[src/rtl/serial_adc_pkg.sv]
// Shared types and width helpers for the serial ADC receiver.
// Holds the frame state encoding and the channel/command width calculations.
package serial_adc_pkg;

    typedef enum logic [1:0] {
        ST_IDLE   = 2'd0,
        ST_CMD    = 2'd1,
        ST_SAMPLE = 2'd2,
        ST_DONE   = 2'd3
    } state_e;

    function automatic int ch_w_f(input int ch_n);
        return $clog2(ch_n);
    endfunction

    // Command frame is one start bit followed by the channel index.
    function automatic int cmd_w_f(input int ch_n);
        return 32'sd1 + ch_w_f(ch_n);
    endfunction

endpackage

[src/rtl/serial_shift_in.sv]
// Serial-to-parallel shift register, MSB first, with synchronous clear and enable.
// A clear overrides a shift in the same cycle.
module serial_shift_in #(
    parameter int DATA_W = 12
) (
    input  logic              clk,
    input  logic              rst,
    input  logic              clr,
    input  logic              en,
    input  logic              din,
    output logic [DATA_W-1:0] q
);

    logic [DATA_W-1:0] q_q;
    logic [DATA_W-1:0] q_d;

    // Next value of the shift register.
    always_comb begin
        q_d = q_q;
        if (clr) begin
            q_d = '0;
        end else if (en) begin
            q_d = {q_q[DATA_W-2:0], din};
        end else begin
            q_d = q_q;
        end
    end

    // Shift register state.
    always_ff @(posedge clk) begin
        if (rst) begin
            q_q <= '0;
        end else begin
            q_q <= q_d;
        end
    end

    assign q = q_q;

endmodule

[src/rtl/serial_adc_rx.sv]
// Serial ADC receiver: sends a start bit plus channel index, then shifts in one sample.
// All outputs are registered and computed from the next-state values.
module serial_adc_rx
    import serial_adc_pkg::*;
#(
    parameter int DATA_W = 12,
    parameter int CH_N   = 4,
    parameter int SCAN   = 0,
    localparam int CH_W  = ch_w_f(CH_N)
) (
    input  logic              clk,
    input  logic              rst,
    input  logic              start,
    input  logic [CH_W-1:0]   ch_sel,
    input  logic              in_bit,
    output logic              out_bit,
    output logic              cs_n,
    output logic              busy,
    output logic [DATA_W-1:0] num,
    output logic [CH_W-1:0]   num_ch,
    output logic              valid
);

    localparam int CMD_W = cmd_w_f(CH_N);
    localparam int MAX_W = (CMD_W > DATA_W) ? CMD_W : DATA_W;
    localparam int CNT_W = $clog2(MAX_W + 1);

    state_e            state_q, state_d;
    logic [CNT_W-1:0]  cnt_q, cnt_d;
    logic [CH_W-1:0]   ch_q, ch_d;
    logic [CH_W-1:0]   cmd_q, cmd_d;
    logic [CH_W-1:0]   scan_q, scan_d;
    logic [CH_W-1:0]   num_ch_q, num_ch_d;
    logic [DATA_W-1:0] num_q, num_d;
    logic              out_bit_q, out_bit_d;
    logic              cs_n_q, cs_n_d;
    logic              busy_q, busy_d;
    logic              valid_q, valid_d;
    logic [CH_W-1:0]   sel_s;
    logic [DATA_W-1:0] shift_s;
    logic              shift_clr_s;
    logic              shift_en_s;

    serial_shift_in #(.DATA_W(DATA_W)) u_shift (
        .clk (clk),
        .rst (rst),
        .clr (shift_clr_s),
        .en  (shift_en_s),
        .din (in_bit),
        .q   (shift_s)
    );

    // Channel chosen for a new frame; out-of-range requests fall back to channel 0.
    always_comb begin
        sel_s = '0;
        if (SCAN != 0) begin
            sel_s = scan_q;
        end else if (int'(ch_sel) < CH_N) begin
            sel_s = ch_sel;
        end else begin
            sel_s = '0;
        end
    end

    // Next-state, counter, command shifter and output computation.
    always_comb begin
        state_d     = state_q;
        cnt_d       = cnt_q + CNT_W'(1);
        ch_d        = ch_q;
        cmd_d       = cmd_q;
        scan_d      = scan_q;
        num_d       = num_q;
        num_ch_d    = num_ch_q;
        out_bit_d   = 1'b0;
        valid_d     = 1'b0;
        shift_clr_s = 1'b0;
        shift_en_s  = 1'b0;

        case (state_q)
            ST_IDLE: begin
                cnt_d = '0;
                if (start) begin
                    state_d     = ST_CMD;
                    ch_d        = sel_s;
                    cmd_d       = sel_s;
                    out_bit_d   = 1'b1;
                    shift_clr_s = 1'b1;
                end else begin
                    state_d = ST_IDLE;
                end
            end
            ST_CMD: begin
                if (cnt_q == CNT_W'(CMD_W - 1)) begin
                    state_d = ST_SAMPLE;
                    cnt_d   = '0;
                end else begin
                    // The start bit is already on the wire; feed channel bits MSB first.
                    out_bit_d = cmd_q[CH_W-1];
                    cmd_d     = cmd_q << 1'b1;
                end
            end
            ST_SAMPLE: begin
                shift_en_s = 1'b1;
                if (cnt_q == CNT_W'(DATA_W - 1)) begin
                    state_d = ST_DONE;
                    cnt_d   = '0;
                end else begin
                    state_d = ST_SAMPLE;
                end
            end
            ST_DONE: begin
                state_d  = ST_IDLE;
                cnt_d    = '0;
                num_d    = shift_s;
                num_ch_d = ch_q;
                valid_d  = 1'b1;
                if (SCAN != 0) begin
                    if (scan_q == CH_W'(CH_N - 1)) begin
                        scan_d = '0;
                    end else begin
                        scan_d = scan_q + CH_W'(1);
                    end
                end else begin
                    scan_d = scan_q;
                end
            end
            default: begin
                state_d = ST_IDLE;
                cnt_d   = '0;
            end
        endcase

        cs_n_d = !((state_d == ST_CMD) || (state_d == ST_SAMPLE));
        busy_d = (state_d != ST_IDLE);
    end

    // State, counter and registered outputs.
    always_ff @(posedge clk) begin
        if (rst) begin
            state_q   <= ST_IDLE;
            cnt_q     <= '0;
            ch_q      <= '0;
            cmd_q     <= '0;
            scan_q    <= '0;
            num_q     <= '0;
            num_ch_q  <= '0;
            out_bit_q <= 1'b0;
            cs_n_q    <= 1'b1;
            busy_q    <= 1'b0;
            valid_q   <= 1'b0;
        end else begin
            state_q   <= state_d;
            cnt_q     <= cnt_d;
            ch_q      <= ch_d;
            cmd_q     <= cmd_d;
            scan_q    <= scan_d;
            num_q     <= num_d;
            num_ch_q  <= num_ch_d;
            out_bit_q <= out_bit_d;
            cs_n_q    <= cs_n_d;
            busy_q    <= busy_d;
            valid_q   <= valid_d;
        end
    end

    assign out_bit = out_bit_q;
    assign cs_n    = cs_n_q;
    assign busy    = busy_q;
    assign num     = num_q;
    assign num_ch  = num_ch_q;
    assign valid   = valid_q;

endmodule

[config.mk]
export PLATFORM = sky130hd
export DESIGN_NAME = serial_adc_rx
export DESIGN_NICKNAME = d
export VERILOG_FILES = /design/src/rtl/serial_adc_pkg.sv /design/src/rtl/serial_shift_in.sv /design/src/rtl/serial_adc_rx.sv
export SDC_FILE = /design/constraint.sdc
export NUM_CORES = 1
export LEC_CHECK = 0
export ABC_CLOCK_PERIOD_IN_PS = 1700
export BUFFER_PORTS_ARGS = -buffer_cell sky130_fd_sc_hd__buf_2
export CAP_MARGIN = 20
export CORE_MARGIN = 4
export CORE_UTILIZATION = 30
export CTS_BUF_LIST = sky130_fd_sc_hd__clkbuf_4
export DETAILED_ROUTE_END_ITERATION = 7
export GPL_ROUTABILITY_DRIVEN = 0
export GPL_TIMING_DRIVEN = 0
export PLACE_DENSITY = 0.47
export SYNTH_ARGS = -nofsm -noshare
export SYNTH_HDL_FRONTEND = slang
export SYNTH_SLANG_ARGS = --single-unit
[constraint.sdc]
create_clock -name clk -period 1.7 [get_ports clk]
set_clock_uncertainty 0.1 [all_clocks]
set_input_delay 0.085 -clock clk [delete_from_list [all_inputs] [get_ports clk]]
set_output_delay 0.085 -clock clk [all_outputs]
set_load 0.05 [all_outputs]
==> metrics list, run 1 <==
- The run finished with clean final reports.
- Sequential cell area fraction in the yosys report: ~52%
* Hold EP: num[0]$_SDFFE_PP0P_
- After Yosys synthesis, and, or, nand and nor cells account for about 25% of the synthesized area.
- STA classifies the critical path startpoint as a flop.
* Total GRT Usage: between 10% and 20%
* Fraction of final layout cells with drive strength greater than 1: around a quarter
- After synthesis the netlist holds a flip-flop and latch count of 40.
- Peak supply drop: 303 uV
- Vias per cell: roughly 4.5
- Fill cells in the final layout number approximately 500.
- Critical path data required time: roughly 1.9 ns
- Crit path max-delay cell type: sky130_fd_sc_hd__dfxtp_4
- Wire length of the first global-routing pass: roughly 5500 um
- Post-route ant nets: 0
- Number of top-level pins: 24
- Of the total synthesized cell area, the portion taken by full adders, half adders and majority gates is around 3.2%.
- Summed over all nets, the switching power comes to about 0.00039 W.
- Summing the areas of all compound-gate instances in the mapped netlist gives roughly 14% of the synthesized area.
- Sequential cells burn around three fifths of the power.
- Area delta synth->final: 22.5%
- Summed over all instances, the cell type with the most area after synthesis is sky130_fd_sc_hd__dfxtp_1.
- Multiplexer cells account for between 1 and 1.5% of the synthesized area.
- The worst register-to-register path ends at cs_n$_SDFF_PP1_.
- Counting instances, the worst hold path has a depth of 2.
* Initial antenna violation count: 0
- In this run the worst path has a maximum fanout of 3.
- Reg-to-reg startpoint: cnt_q[0]$_SDFF_PP0_
* Clock Tree Buf Depth: 2
* Detailed-placement wirelength estimate: around 2300 um
- The number of hold-slack violations in the final timing report came to 0.
* Source-to-sink clock delay at the later pin of the worst-skew pair: 0.35 ns
- WP data arrival: roughly 1.8 ns
* Critical path's largest stage delay: around 0.37 ns
* Vertical extent of the die: between 70 and 80 um
* Final worst-path cycle share: a little over nine tenths
- Measured against its own limit, the worst slew margin works out to roughly two thirds.
- Register-to-register setup slack: between 0.06 and 0.07 ns
* Cell Chain, Critical Path: inv_2, ha_4, and4bb_4, or2_4, and2_4, ha_4, nand2_1
* Cell types with the largest area share after synthesis: sky130_fd_sc_hd__dfxtp_1 (52%), sky130_fd_sc_hd__nand2_1 (13%), sky130_fd_sc_hd__a21oi_1 (9.7%)
- Final min period: about 1.6 ns
- Count of different cell masters after synthesis: 33
- Cell internal power was estimated by the tool at between 0.001 and 0.0015 W.
* Leakage Power: 0.738 nW
- The library cell used most frequently in the layout, excluding fill and tap cells, is sky130_fd_sc_hd__nand2_1.
* Number of DRC violations after detailed-routing iteration 0: 52
- For this run, the leading register cell type out of synthesis is sky130_fd_sc_hd__dfxtp_1.
* CTS tree: done
- Worst slack on hold paths: between 0.04 and 0.05 ns
* Drt wl/cell: about 12 um
* Category of the worst setup path capture point: flop
- Overall die area: around 0.0064 mm2
- In this run the worst hold path is classified as in2reg.
- # nets final: ~230
* Worst-case reg-to-reg path depth: 7
* Total wire length: roughly 3300 um
- The H-tree generated during clock tree synthesis spans 2 levels.
- Drt first pass iters: 4
- Clock transition time at the flip-flop clock pins of the worst setup and hold paths: between 0.1 and 0.15 ns
- After synthesis, the largest area contributor takes up between 50% and 60% of total cell area.
- In the final timing run, aggregate negative setup slack is 0 ns.
- The number of max-slew violations in the final report was 0.
- Of the total power, the share spent switching nets is 25.1%.
- Setup repair after global routing left no endpoint under its margin.
- The number of global-route vias before repair is ~1,200.
* Number of synthesized flops with an enable pin: 0
- Part of the total power dissipated in the clock network: between 30% and 40%
- The number of buffers and inverters on the critical path is 1.
* Synthesis warning total: 0
- At the placement stage, the worst setup path has a slack of -0.0928 ns.
- Total number of placement rows: 25
- Proportion of synthesized flip-flops having asynchronous set or reset: 0%
* Area of the mapped netlist: 0.00155 mm2
- The count of buffers added on input and output ports is 22.
* Num CTS Buffers: 5
* Overflow after GRT: 0
- Setup violations remaining at the end of the flow were counted as 0.
- The number of nets in the synthesized netlist is between 150 and 200.
* Pin count of the biggest net entering global routing: 13
* Number of antenna repair diodes: 0
- Clock root buffer master: sky130_fd_sc_hd__clkbuf_4
* # clock sinks: 40
- Family with the most delay on the worst path: simple AND/OR/NAND/NOR gates
- The floorplan step set the die width to 79.9 um.
- Number of cells produced by synthesis: roughly 180
- Of the total synthesized cell area, the portion taken by XOR and XNOR cells is less than 1%.
* Hold path startpoint: rst
* Highest Clock Rate: approximately 610 MHz
* DRC violation count after routing: 0
- The worst setup path is of the reg2reg kind.
* Setup WS post-layout: around 0.063 ns
- The tool flagged a number of max-cap violations equal to 0.
* Effective utilization at floorplan: a little under a third
- Combinational cells account for between 8 and 9% of the total power.
- For this design the ratio of total power to cell area is around 830 mW/mm2.
- At the pin with the least slew margin, the transition time is approximately 0.50 ns.
- After synthesis, the mean cell area works out to about 8.6 um2.
- By area, the combinational part of the netlist is dominated by simple AND/OR/NAND/NOR gates.
- Core outline area: between 0.004 and 0.005 mm2
- The library cells used most frequently in the layout, excluding fill and tap cells, are sky130_fd_sc_hd__nand2_1 (55), sky130_fd_sc_hd__dfxtp_1 (38), sky130_fd_sc_hd__a21oi_1 (30).
* Total vias in the final route: roughly 1,300
* CP dominant cell by count: sky130_fd_sc_hd__ha_4
[worst register-to-register path: stages, from the launching register on]
cell	delay [ns]
sky130_fd_sc_hd__dfxtp_4	0.37
sky130_fd_sc_hd__inv_2	0.04
sky130_fd_sc_hd__ha_4	0.15
sky130_fd_sc_hd__and4bb_4	0.20
sky130_fd_sc_hd__or2_4	0.26
sky130_fd_sc_hd__and2_4	0.15
sky130_fd_sc_hd__ha_4	0.24
sky130_fd_sc_hd__nand2_1	0.04
[how the worst max path moves through the flow]
stage / startpoint / end / slack (ns) / cells after the start
detailed placement: cnt_q[0]$_SDFF_PP0_ / cs_n$_SDFF_PP1_ / -0.09 / 7
global route: cnt_q[0]$_SDFF_PP0_ / cs_n$_SDFF_PP1_ / 0.007 / 7
global placement: cnt_q[0]$_SDFF_PP0_ / cs_n$_SDFF_PP1_ / -0.07 / 7
floorplan: cnt_q[0]$_SDFF_PP0_ / cs_n$_SDFF_PP1_ / 0.02 / 7
finish: cnt_q[0]$_SDFF_PP0_ / cs_n$_SDFF_PP1_ / 0.06 / 7
CTS: cnt_q[0]$_SDFF_PP0_ / cs_n$_SDFF_PP1_ / 0.008 / 7
[cell usage after synthesis, types with 2 or more instances]
master                     instances
sky130_fd_sc_hd__nand2b_1          3
sky130_fd_sc_hd__a21oi_1          30
sky130_fd_sc_hd__nand3_1           2
sky130_fd_sc_hd__ha_1              4
sky130_fd_sc_hd__dfxtp_1          40
sky130_fd_sc_hd__inv_1             3
sky130_fd_sc_hd__nor2b_1           3
sky130_fd_sc_hd__and2_1            2
sky130_fd_sc_hd__nand2_1          55
sky130_fd_sc_hd__clkbuf_1          3
sky130_fd_sc_hd__mux2i_1           2
sky130_fd_sc_hd__buf_2             5
sky130_fd_sc_hd__nor2_1            9
[what timing repair did]
item | CTS | global route
gates resized for setup | 2 | 8
setup endpoints to repair | 2 | 2
setup buffers | 2 | 1
hold buffers | 3 | 0
hold endpoints to repair | 4 | 0
pin swaps | 1 | 1
[routing by layer]
metal | vias to the layer above | wire length, um | GRT usage, %
met1 | 570 | 1620 | 14.4
met2 | 22 | 1470 | 16.7
met5 | - | 0 | 0
li1 | 670 | - | -
met4 | 0 | 73 | 5.57
met3 | 8 | 136 | 3.16
[power groups by stage]
stage	combinational, W	sequential [W]	clock, W
after global placement	0.000113	0.000982	0
after detailed placement	0.000112	0.000982	0
final	0.000129	0.000959	0.000483
after floorplan	0.0000632	0.00100	0
after global routing	0.000143	0.000962	0.000547
after CTS	0.000121	0.000959	0.000510
[logic make-up after synthesis]
kind of cell    Yosys count
xor+xnor                  1
buf+inv                  13
flops                    40
compound gates           38
mux                       2
simple gates             83
fa+ha+maj                 4
[through the flow]
step | cells | cell area [um2] | power, W | util, %
floorplan | 181 | 1550 | 0.00106 | -
global placement | 270 | 1740 | 0.00109 | 36.0
detailed placement | 270 | 1740 | 0.00109 | 36.0
CTS | 283 | 1850 | 0.00159 | 38.2
global route | 284 | 1900 | 0.00165 | 39.1
finish | 284 | 1900 | 0.00157 | 39.1
[final cells by class]
type                    instances  area [um2]  area share, %
plain buffers                  10        55.1           2.90
clock buffers                   6        45.0           2.37
well taps                      67        83.8           4.42
multi-input cells             128         722           38.1
inverters                       3        11.3          0.594
flip-flops and latches         40         806           42.5
repair buffers                 28         163           8.58
clock inverters                 2        11.3          0.594
[registers in the layout, indices dropped and copies added (netlist names)]
name	cells
cs_n	1
ch_q	2
num	12
valid	1
u_shift.q	12
busy	1
state_q	2
cmd_q	2
out_bit	1
num_ch	2
cnt_q	4
(Power assumes the default switching activity.)
==> inputs of run 2 (changes only) <==
ABC_AREA = 1   (was default)
CAP_MARGIN = 5   (was 20)
TNS_END_PERCENT = 5   (was default)
==> metrics list, run 2 <==
- Wire length of the first global-routing pass: roughly 5300 um
* Number of top-level pins: 24
- Once the clock tree was built, the setup fixing pass inserted 0 buffers.
- Critical path's largest stage delay: 0.39 ns
- In this run the core area contains 26 standard-cell rows.
- Final min period: about 1.6 ns
- Source-to-sink clock delay at the later pin of the worst-skew pair: ~0.35 ns
- The synthesized design contains 0 enable-type register cells.
- Leaving out fill and tap cells, the most frequent cells in the layout are sky130_fd_sc_hd__nand2_1 (42), sky130_fd_sc_hd__nor2_1 (41), sky130_fd_sc_hd__dfxtp_1 (40).
- The number of global-route vias before repair came to approximately 1,200.
- After detailed routing, the number of remaining DRC violations is 0.
- Clock-pin slew was measured on the worst setup and hold paths at 0.12 ns.
* Number of antenna repair diodes: 0
- Horizontal extent of the die: 80.5 um
- Design Area, Final: 0.00191 mm2
- Run status: complete, no violations
* Most frequent standard cell in the layout excluding fill and tap cells: sky130_fd_sc_hd__nand2_1
- Total wire length: around 3100 um
- CTS tree: done
- Area delta synth->final: 20.9%
- Clock Tree Buf Depth: 2
- Setup repair after global routing missed its margin: false
- Number of synthesized register bits: 40
- Pin count of the biggest net entering global routing: 14
* Area share of the largest cell type after synthesis: between 50% and 60%
* Setup WS post-layout: around 0.12 ns
* Proportion of synthesized flip-flops having asynchronous set or reset: 0%
- Crit path max-delay cell type: sky130_fd_sc_hd__dfxtp_1
- Count of different cell masters after synthesis: 22
- At the placement stage, the worst setup path has a slack of slightly below 0.09 ns.
- The core region is a little over 0.005 mm2.
- Detailed-placement wirelength estimate: 2220 um
* Max cap viols: 0
- Vertical extent of the die: roughly 80 um
- Number of DRC violations after detailed-routing iteration 0: 64
- The initial utilization of the core area, before any placement, comes to a little under a third.
- The cell family contributing the most delay on the critical path is adder cells.
- Predominant post-synthesis flop cell: sky130_fd_sc_hd__dfxtp_1
- CP Max Fanout: 5
* Final-report setup violation count: 0
- Most common library cells after synthesis: sky130_fd_sc_hd__nand2_1 (43), sky130_fd_sc_hd__nor2_1 (41), sky130_fd_sc_hd__dfxtp_1 (40)
* Port buffer count: 22
- Fraction of final layout cells with drive strength greater than 1: between 20% and 30%
* Synthesis warning total: 0
* Critical path launch point type: flop
- Sequential cells were found to cover about half of the synthesized design area.
- Post-route ant nets: 0
- Syn avg cell area: 8.01 um2
- The filler cells instantiated in the layout total approximately 550.
- The sequential cells in the finished layout cover a total of ~800 um2.
* Highest Clock Rate: 633 MHz
- Area of the mapped netlist: ~0.0016 mm2
- Max Transition Viols Final: 0
* Post-synth top area cell: sky130_fd_sc_hd__dfxtp_1
* Power Dens Cells: just over 900 mW/mm2
* # clock sinks: 40
- Endpoints failing hold: 0
- Most common cell in the synthesized netlist: sky130_fd_sc_hd__nand2_1
- Critical setup path kind: reg2reg
- Final worst-path cycle share: ~93%
- The worst-case IR drop observed on VDD is between 200 and 300 uV.
* WP data arrival: 1.73 ns
- Net count after synthesis: between 200 and 250
- Overall die area: between 0.006 and 0.007 mm2
- WP buf/inv: 2
* Num CTS Buffers: 5
* Area of the multi-input gates: ~670 um2
- Vias per cell: about 4.2
- The final route contains approximately 1,300 vias.
- Relative slew slack: around 84%
- Number of cells produced by synthesis: about 200
- The number of antenna violations at the first check in global routing came to 0.
* Share of the core filled with cells in the final layout: between 30% and 40%
- STA classifies the critical path endpoint as a flop.
- Summing all placed instances gives a cell area of 0.00178 mm2.
- Drt wl/cell: about 10 um
* # nets final: between 200 and 250
- In this run the static leakage power is 0.811 nW.
- The critical path goes through inv_1, ha_1, nand2_1, nand2_2, nand3_1, inv_1, ha_1, nand2_1.
* Slew at the pin with the worst max-slew slack: ~0.24 ns
* Fin Setup TNS: 0 ns
* Drt first pass iters: 4
- Ranked by total cell area, the synthesized netlist is headed by sky130_fd_sc_hd__dfxtp_1 (51%), sky130_fd_sc_hd__nand2_1 (10%), sky130_fd_sc_hd__nor2_1 (9.8%).
* Class of the worst hold path: reg2reg
- H-tree lvl count: 2
- Critical path data required time: 1.85 ns
* Overflow after GRT: 0
* Clock root buffer master: sky130_fd_sc_hd__clkbuf_4
- Total GRT Usage: a little over a tenth
run 2: cell count changes after synthesis, sizes merged, moves of 2 or more:
cell / previous run / this run
a21oi: 30 / 16
and2: 2 / 0
clkbuf: 3 / 1
inv: 3 / 14
mux2i: 2 / 0
nand2: 55 / 45
nand2b: 3 / 0
nand3: 2 / 7
nor2: 9 / 43
nor2b: 3 / 0
nor3b: 2 / 0
nor4: 2 / 0
o21ai: 2 / 16
run 2: logic make-up (layout without fill, tap and decap cells):
group | Yosys count | after routing | share of synthesized area [%]
and+or+nand+nor | 97 | 97 | 25.8
DFF | 40 | 40 | 50.8
AOI/OAI and AO/OA | 33 | 33 | 12.9
buffers and inverters | 22 | 57 | 6.82
adders and majority gates | 4 | 4 | 3.17
xor gates and xnor gates | 1 | 1 | 0.555
run 2: tightest hold or removal path, stage by stage (launching register included):
cell,delay (ns)
sky130_fd_sc_hd__dfxtp_1,0.33
sky130_fd_sc_hd__nand2_1,0.06
sky130_fd_sc_hd__nand2_1,0.04
run 2: final cells by class:
cell class,count,share of cell area (%)
Sequential cell,40,42.0
Clock inverter,3,2.23
Timing Repair Buffer,27,8.39
Clock buffer,5,1.97
Multi-Input combinational cell,135,35.2
Tap cell,70,4.59
Buffer,8,2.75
Inverter,14,2.89
run 2: path summary, 6_finish.rpt:
path                                            from                   end  slack (ns)  cells past startpoint
worst max-delay path             cnt_q[0]$_SDFF_PP0_       cs_n$_SDFF_PP1_        0.12                      8
worst min-delay path            ch_q[0]$_SDFFE_PP0P_  ch_q[0]$_SDFFE_PP0P_        0.35                      2
worst max register to register   cnt_q[0]$_SDFF_PP0_       cs_n$_SDFF_PP1_        0.12                      8
worst min register to register  ch_q[0]$_SDFFE_PP0P_  ch_q[0]$_SDFFE_PP0P_        0.35                      2
run 2: report_power, final:
part           internal [W]  total (W)  leakage, nW  switching, W
logic             0.0000517   0.000151        0.445     0.0000993
clock network      0.000307   0.000627       0.0412      0.000320
registers          0.000957   0.000967        0.324     0.0000101
total               0.00132    0.00174        0.811      0.000430
run 2: stage by stage:
stage	power (W)	hold slack, ns	instances
floorplan	0.00110	0.137	197
global route	0.00183	0.397	302
detailed placement	0.00113	0.258	289
finish	0.00174	0.350	302
CTS	0.00178	0.354	302
global placement	0.00113	0.259	289
run 2: layer usage:
layer	track usage, %	vias to the layer above	wire, um
met5	0	-	0
met4	4.56	0	61
met3	3.59	6	205
met2	16.1	28	1230
met1	13.7	542	1600
li1	-	689	-
run 2: what timing repair did:
item | 4_1_cts | 5_1_grt
hold buffers | 5 | 0
hold endpoints to repair | 10 | 0
endpoints found under the setup margin | 0 | 1
gates resized for setup | 0 | 1
==> inputs of run 3 (changes only) <==
ABC_CLOCK_PERIOD_IN_PS = 1600   (was 1700)
PLACE_DENSITY = 0.46   (was 0.47)
clock period = 1.6 ns   (was 1.7 ns; I/O delays follow)
==> metrics list, run 3 (synthesis gave the netlist of run 2 again) <==
- Highest Clock Rate: ~680 MHz
- In the final routed layout, each cell accounts on average for slightly above 10 um.
* Initial antenna violation count: 0
- Class of the worst hold path: reg2reg
- Gate power share: around 9.8%
* Area delta synth->final: 20.5%
- Relative slew slack: around four fifths
- CTS tree: done
- Summed over all layers, the routed wires come to between 3000 and 4000 um.
- The clock passes through at most 2 buffers.
- In this run the core area contains 26 standard-cell rows.
* Clock transition time at the flip-flop clock pins of the worst setup and hold paths: around 0.11 ns
* Pin count of the biggest net entering global routing: 12
- Endpoints failing hold: 0
- In this run the power spent charging and discharging nets is approximately 0.00043 W.
- CP Max Fanout: 5
- Number of top-level pins: 24
- At the pin with the least slew margin, the transition time is 0.295 ns.
- Critical path launch point type: flop
- The largest single stage delay on the critical path is 0.35 ns.
- # nets final: 242
- The die covers around 0.0065 mm2.
* Total GRT Usage: 11.2%
* Wire length of the first global-routing pass: 5580 um
* Leakage Power: roughly 0.8 nW
* Cell Chain, Critical Path: inv_1, ha_1, nand2_2, nand2_2, nand3_2, inv_1, ha_1, nand2_1
* WP buf/inv: 2
* DRC violation count after routing: 0
- Overflow after GRT: 0
- H-tree lvl count: 2
- Power Dens Cells: 885 mW/mm2
- The die is a little over 80 um wide.
- Per report_power, the sequential group accounts for ~61% of the total.
- For the worst-skew pair, the clock arrives at the later sink with an insertion delay of 0.34 ns.
* Final min period: 1.48 ns
- Run status: complete, no violations
- The number of clock buffers added by TritonCTS is 5.
- Final-report setup violation count: 0
* Family with the most delay on the worst path: adder cells
* Number of global-route vias before repair: 1,225
- # clock sinks: 40
- In this run the clock root is driven by a sky130_fd_sc_hd__clkbuf_4.
* Part of the total power dissipated in the clock network: between 20% and 30%
- Number of antenna repair diodes: 0
- Effective utilization at floorplan: 30.9%
* Port buffer count: 22
- Across all setup checks in the final design, the least slack found is between 0.1 and 0.15 ns.
* Vias per cell: 4.23
* Leading cell types in the layout, fill and taps excluded: sky130_fd_sc_hd__nand2_1 (41), sky130_fd_sc_hd__nor2_1 (41), sky130_fd_sc_hd__dfxtp_1 (38)
- Cell-internal power: roughly 0.0013 W
- Critical setup path kind: reg2reg
- Max cap viols: 0
- Across all hold checks on the routed design, the worst slack comes to roughly 0.36 ns.
- Net switching is roughly a quarter of the power.
- Final worst-path cycle share: between 90% and 100%
* Drt first pass iters: 4
- Crit path max-delay cell type: sky130_fd_sc_hd__dfxtp_2
- Summing internal, switching and leakage power gives 0.00168 W.
- Post-route ant nets: 0
- Core outline area: approximately 0.0051 mm2
- Vertical extent of the die: a little over 80 um
* Critical path data required time: around 1.7 ns
- Fraction of final layout cells with drive strength greater than 1: between 20% and 30%
* Setup repair after global routing missed its margin: false
* WP data arrival: 1.61 ns
- IR analysis of the VDD net gives a maximum drop of ~270 uV.
- The worst setup path is captured at a flop.
* Total vias in the final route: 1,277
- After the first detailed-routing iteration, the DRC count stood at 75.
- Before CTS, the worst setup slack after placement is -0.0281 ns.
* Max Transition Viols Final: 0
- Detailed-placement wirelength estimate: about 2200 um
## run 3: final cells by class
| cell class | instances | area, um2 |
|---|---|---|
| buffer | 8 | 52.6 |
| tap | 70 | 87.6 |
| inverter | 14 | 55.1 |
| clock inverter | 1 | 5.00 |
| sequential | 40 | 806 |
| multi-input combinational | 135 | 682 |
| clock buffer | 6 | 45.0 |
| timing repair buffer | 28 | 168 |
| fill | 574 | 3210 |
## run 3: path summary, 6_finish.rpt
| kind | from | to | slack (ns) | cells past startpoint |
|---|---|---|---|---|
| max | cnt_q[0]$_SDFF_PP0_ | cs_n$_SDFF_PP1_ | 0.12 | 8 |
| min | ch_q[0]$_SDFFE_PP0P_ | ch_q[0]$_SDFFE_PP0P_ | 0.36 | 2 |
| max reg2reg | cnt_q[0]$_SDFF_PP0_ | cs_n$_SDFF_PP1_ | 0.12 | 8 |
| min reg2reg | ch_q[0]$_SDFFE_PP0P_ | ch_q[0]$_SDFFE_PP0P_ | 0.36 | 2 |
## run 3: power by group through the flow
stage	clock, W	sequential [W]	combinational, W
global route	0.000558	0.00103	0.000188
detailed placement	0	0.00105	0.000152
finish	0.000491	0.00103	0.000165
CTS	0.000528	0.00103	0.000162
global placement	0	0.00105	0.000154
floorplan	0	0.00108	0.0000913
## run 3: per-stage QoR
| stage | std cells | utilization [%] | cell area, um2 | setup TNS (ns) |
|---|---|---|---|---|
| detailed placement | 289 | 34.8 | 1780 | -0.0281 |
| finish | 302 | 37.2 | 1900 | 0 |
| floorplan | 197 | - | 1580 | 0 |
| global placement | 289 | 34.8 | 1780 | -0.0353 |
| global route | 302 | 37.2 | 1900 | 0 |
| CTS | 301 | 36.7 | 1880 | 0 |
## run 3: timing repair
item	in CTS	in global routing
pin swaps	0	0
setup buffers	0	1
gates resized for setup	1	6
hold endpoints to repair	10	0
setup endpoints to repair	1	2
hold buffers	5	0
## run 3: metal layers
| metal | track usage (%) | vias to the layer above | wire length (um) |
|---|---|---|---|
| met4 | 4.56 | 0 | 65 |
| met1 | 14.9 | 558 | 1610 |
| met3 | 3.03 | 6 | 118 |
| met2 | 17.1 | 21 | 1300 |
| met5 | 0 | - | 0 |
| li1 | - | 692 | - |
## run 3: worst min-delay path, cell delays in order, from the launching register on
cell and delay, ns:
sky130_fd_sc_hd__dfxtp_1 0.33, sky130_fd_sc_hd__nand2_1 0.06, sky130_fd_sc_hd__nand2_1 0.04
